`src/rtl/char_display_sequencer.sv`:
```
// char_display_sequencer: buffers a message of 4-bit character codes and
// writes it to the four display positions with one-cycle load pulses.
// Ports: clk, reset (async, active-high); in_valid/in_ready/in_data beats;
// commit ends a message; busy, msg_len status; disp_data/disp_position/
// disp_load drive the display. Build option: SCROLL_EN enables scrolling
// of messages longer than four characters.
module char_display_sequencer #(
  parameter int          MSG_DEPTH    = 8,
  parameter logic [23:0] SCROLL_TICKS = 24'd10_000_000,
  parameter logic [3:0]  BLANK_CODE   = 4'hF
) (
  input  logic       clk,
  input  logic       reset,
  input  logic       in_valid,
  output logic       in_ready,
  input  logic [3:0] in_data,
  input  logic       commit,
  output logic       busy,
  output logic [3:0] msg_len,
  output logic [3:0] disp_data,
  output logic [1:0] disp_position,
  output logic       disp_load
);

  localparam int         IW    = $clog2(MSG_DEPTH);
  localparam logic [3:0] DEPTH = 4'(MSG_DEPTH);

  typedef enum logic [1:0] {
    IDLE,
    FILL,
    REFRESH,
    HOLD
  } state_t;

  state_t state, state_nx;

  logic [3:0] msg_buf [MSG_DEPTH];
  logic [3:0] count;
  logic [3:0] len;
  logic [3:0] eff_len;
  logic [2:0] offset;
  logic [3:0] slot;
  logic [1:0] pos;
  logic       accept;
  logic       start;
  logic       scroll;
  logic       scroll_due;
  logic [3:0] char_idx;
  logic [3:0] char_code;

  // Each position uses two slots: even slot loads, odd slot idles.
  // Slot 8 is the trailing busy cycle before HOLD.
  assign pos = slot[2:1];

`ifdef SCROLL_EN
  logic [23:0] tick;

  // Compared against TICKS-2: the refresh starts on the edge where
  // the counter would reach TICKS-1.
  assign scroll_due = (state == HOLD) && (len > 4'd4) &&
                      (tick == SCROLL_TICKS - 24'd2);

  always_ff @(posedge clk or posedge reset) begin
    if (reset) begin
      tick <= '0;
    end else if (state == HOLD && len > 4'd4) begin
      tick <= tick + 24'd1;
    end else begin
      tick <= '0;
    end
  end
`else
  assign scroll_due = 1'b0;
`endif

  always_comb begin
    state_nx = state;
    in_ready = 1'b0;
    eff_len  = count;
    scroll   = 1'b0;
    unique case (state)
      IDLE, FILL: in_ready = (count < DEPTH);
      HOLD:       in_ready = 1'b1;
      default:    in_ready = 1'b0;
    endcase
    accept = in_valid && in_ready;
    // count is 0 in HOLD, so a HOLD beat starts a one-char message,
    // while a bare commit in HOLD replays the stored message.
    if (accept) begin
      eff_len = count + 4'd1;
    end else if (state == HOLD) begin
      eff_len = len;
    end
    start = commit && (state != REFRESH) && (eff_len != 4'd0);
    if (start) begin
      state_nx = REFRESH;
    end else if (accept) begin
      state_nx = FILL;
    end else if (state == REFRESH && slot == 4'd8) begin
      state_nx = HOLD;
    end else if (scroll_due) begin
      state_nx = REFRESH;
      scroll   = 1'b1;
    end
  end

  // offset < len and pos <= 3, so one subtraction wraps the window.
  always_comb begin
    char_idx = {1'b0, offset} + {2'b00, pos};
    if (char_idx >= len) begin
      char_idx = char_idx - len;
    end
    if (len > 4'd4) begin
      char_code = msg_buf[char_idx[IW-1:0]];
    end else if ({2'b00, pos} < len) begin
      char_code = msg_buf[IW'(pos)];
    end else begin
      char_code = BLANK_CODE;
    end
  end

  always_ff @(posedge clk or posedge reset) begin
    if (reset) begin
      state <= IDLE;
    end else begin
      state <= state_nx;
    end
  end

  always_ff @(posedge clk) begin
    if (accept) begin
      msg_buf[count[IW-1:0]] <= in_data;
    end
  end

  always_ff @(posedge clk or posedge reset) begin
    if (reset) begin
      count         <= '0;
      len           <= '0;
      offset        <= '0;
      slot          <= '0;
      busy          <= 1'b0;
      msg_len       <= '0;
      disp_data     <= '0;
      disp_position <= '0;
      disp_load     <= 1'b0;
    end else begin
      if (start) begin
        count <= '0;
      end else if (accept) begin
        count <= count + 4'd1;
      end

      if (start) begin
        len     <= eff_len;
        msg_len <= eff_len;
        offset  <= '0;
        slot    <= '0;
      end else if (scroll) begin
        offset <= ({1'b0, offset} + 4'd1 == len) ? 3'd0 : offset + 3'd1;
        slot   <= '0;
      end else if (state == REFRESH) begin
        if (slot == 4'd8) begin
          busy      <= 1'b0;
          disp_load <= 1'b0;
        end else begin
          busy      <= 1'b1;
          slot      <= slot + 4'd1;
          disp_load <= ~slot[0];
          if (!slot[0]) begin
            disp_position <= pos;
            disp_data     <= char_code;
          end
        end
      end
    end
  end

endmodule

```
`config.mk`:
```
export PLATFORM = sky130hd
export DESIGN_NAME = char_display_sequencer
export DESIGN_NICKNAME = d
export VERILOG_FILES = /design/src/rtl/char_display_sequencer.sv
export SDC_FILE = /design/constraint.sdc
export NUM_CORES = 1
export LEC_CHECK = 0
export BUFFER_PORTS_ARGS = -buffer_cell sky130_fd_sc_hd__buf_2
export CAP_MARGIN = 15
export CORE_MARGIN = 2
export CORE_UTILIZATION = 35
export DETAILED_ROUTE_END_ITERATION = 8
export PLACE_DENSITY = 0.52
export SLEW_MARGIN = 20
export SYNTH_ARGS = -nofsm -noshare
export SYNTH_HDL_FRONTEND = slang
export SYNTH_SLANG_ARGS = --single-unit
export TNS_END_PERCENT = 30
```
`constraint.sdc`:
```
create_clock -name clk -period 2.4 [get_ports clk]
set_input_delay 0.24 -clock clk [delete_from_list [all_inputs] [get_ports clk]]
set_output_delay 0.24 -clock clk [all_outputs]
set_load 0.01 [all_outputs]
```
==> results.sh <==
export IMPL_outcome="complete, no violations"
export IMPL_remaining_drc_errors=0
export IMPL_route_vias_total=1228
export IMPL_cts_root_buf="clkbuf_8"
export IMPL_reg2reg_from="state[1]"
export IMPL_finalCriticalPeriod_ps=2170
export IMPL_peakVddDrop_uv=477
export IMPL_synth_fp_nets=174
export IMPL_cts_tree="yes"
export IMPL_yosysTopAreaCellShare_pct=29.2
export IMPL_r2r_setup_slack_ps=230
export IMPL_ys_dominant_reg_cell="dfrtp_1"
export IMPL_diodes=0
export IMPL_h_tree_depth=2
export IMPL_maxSlewHeadroom_pct=43.4
export IMPL_hold_slack_ps=106
export IMPL_die_w_um=77.4
export IMPL_worst_pin_slew_ps=849
export IMPL_cp_start_kind="flip-flop"
export IMPL_async_flop_share_pct=57.9
export IMPL_io_pins=21
export IMPL_synth_top_cell_by_area="dfrtp_1"
export IMPL_yosysMostFrequentCell="dfrtp_1"
export IMPL_die_area_sq_um=5990
export IMPL_stdcell_count=254
export IMPL_synth_area_sq_um=1890
export IMPL_ys_ff_latch=38
export IMPL_clkLatencyLatePin_ps=290
export IMPL_post_cts_resized=0
export IMPL_grt_antenna_before_repair=0
export IMPL_worstPathArrival_ps=2350
export IMPL_top_layer="met4"
export IMPL_synth_seq_area_share_pct=54.7
export IMPL_drtIter0Drc=46
export IMPL_initial_core_util_pct=36.7
export IMPL_dp_hpwl_um=2670
export IMPL_fp_row_count=26
export IMPL_cp_data_required_time_ps=2580
export IMPL_hold_buffers=0
export IMPL_grt_first_pass_wirelength_um=6400
export IMPL_hold_viol=0
export IMPL_cts_buffers_inserted=5
export IMPL_cap_violations=0
export IMPL_fillers=516
export IMPL_grt_usage_pct=13.6
export IMPL_wl_met3_um=130
export IMPL_rsz0062_at_grt="no"
export IMPL_ys_types=42
export IMPL_first_global_vias=1277
export IMPL_gp_congestion=0.794
export IMPL_die_h_um=77.4
export IMPL_power_density_nw_per_um2=1310
export IMPL_layout_nets=196
export IMPL_finalMaxSlewViolations=0
export IMPL_grt_start_max_net_pins=23
export IMPL_yosys_top_cells_area="dfrtp_1, edfxtp_1, mux4_2, nor2_1, nand2_1"
export IMPL_clock_path_buffers=2
export IMPL_syn_avg_cell_area_sq_um=11.7
export IMPL_wire_per_inst_um=14.5
export IMPL_finClkSkew_ps=6.28
export IMPL_routed_wl_met2_um=1730
export IMPL_gr_total_overflow=0
export IMPL_syn_to_final_growth_pct=15.5
export IMPL_fmax_mhz=461
export IMPL_clk_pin_slew_ps=80
export IMPL_setup_viol=0
export IMPL_numClockSinks=38
export IMPL_period_share_pct=90.3
export IMPL_post_cts_repair_setup_buffers=0
export IMPL_cp_max_fo=13
export IMPL_fin_setup_tns_ps=0
export IMPL_place_inst=246
export IMPL_drt_met1_wl_um=1790
export IMPL_viasPerCell=4.83
export IMPL_dr_pass1_iters=4
export IMPL_hp_class="primary input to asynchronous set/reset pin"
export IMPL_cp_end_kind="flip-flop"
export IMPL_drive_gt1_share_pct=26.1
export IMPL_drt_total_wl_um=3680
export IMPL_p_leak_nw=0.936
export IMPL_r2r_end="len[2]"
export IMPL_worstSetupPathType="flip-flop to flip-flop"
export IMPL_yosysWarnings=0
export IMPL_synthCells=161
export IMPL_drtAntennaViolNets=0
export IMPL_core_area_sq_um=5140
export IMPL_ff2ff_path_depth=5
export IMPL_synth_common_cells="dfrtp_1, nor2_1, edfxtp_1"
export IMPL_synth_edf_count=16
export IMPL_port_buffer_count=20
-- logic make-up after synthesis --
kind of cell	synth area share (%)
buffers and inverters	5.71
AND/OR/NAND/NOR	12.9
XOR/XNOR	1.86
multiplexers	9.89
adder cells (fa/ha/maj)	3.72
AO/OA/AOI/OAI	11.3
flip-flops	54.7
-- area by class of cell --
cell class                 count  area, sq um  share of cell area (%)
clock buffer                   5         68.8                    3.16
clock inverter                 3         68.8                    3.16
inverter                      10         37.5                    1.72
multi-input combinational    103          747                    34.3
sequential                    38         1030                    47.3
tap                           70         87.6                    4.02
timing repair buffer          25          138                    6.32
-- placed cells by master (no fill, tap or decap), types with 2 or more instances in the layout --
master / n
buf_4: 5
a21oi_1: 10
o22ai_1: 2
nand2b_1: 4
edfxtp_1: 16
dfrtp_1: 22
mux2_4: 2
nor3_1: 4
clkbuf_8: 5
nand2_1: 15
buf_2: 20
ha_1: 4
nor2_1: 19
bufinv_16: 2
mux4_2: 4
mux2i_1: 3
inv_1: 10
xnor2_1: 2
xor2_1: 2
o21ai_0: 7
a21o_2: 2
a31oi_1: 2
mux2_2: 2
-- worst max-delay path by stage --
stage                         from             to  slack, ps  cells after the start
after floorplan           state[1]  msg_buf[0][0]        400                      4
after global placement    state[1]         len[1]        340                      5
after detailed placement  state[1]         len[2]        260                      5
after CTS                 state[1]         len[2]        240                      5
after global routing      state[1]  msg_buf[1][2]         80                      4
final                     state[1]         len[2]        230                      5
-- layer usage --
layer | up-vias | GRT usage, %
met4 | 0 | 4.29
met3 | 6 | 3.72
met5 | - | 0
met1 | 588 | 19.5
met2 | 27 | 20.1
li1 | 607 | -
-- flip-flops by register name, summed over array words and instances, names as in the netlist --
name           count
len                4
disp_load          1
msg_buf           16
state              2
disp_position      2
count              4
disp_data          4
busy               1
slot               4
-- per-stage QoR --
stage	setup slack [ps]	cell area (sq um)	utilization, %	total power, mW
after floorplan	398	1890	-	1.91
after detailed placement	263	2040	39.7	2.21
after global placement	336	2040	39.7	2.19
after global routing	79.2	2180	42.4	3.06
final	232	2180	42.4	2.85
after CTS	245	2180	42.4	2.87
-- worst max-delay path, cell delays in order (launching register included) --
cell      delay, ps
dfrtp_1         580
nand2b_1        180
and3_1          340
mux2i_2         340
a31oi_4         260
mux2_4          370
-- power by group --
part	total, mW	internal (mW)	switching [mW]
clock	0.652	0.416	0.236
sequential	1.07	0.872	0.200
combinational	1.13	0.525	0.603
(Power assumes the default switching activity.)
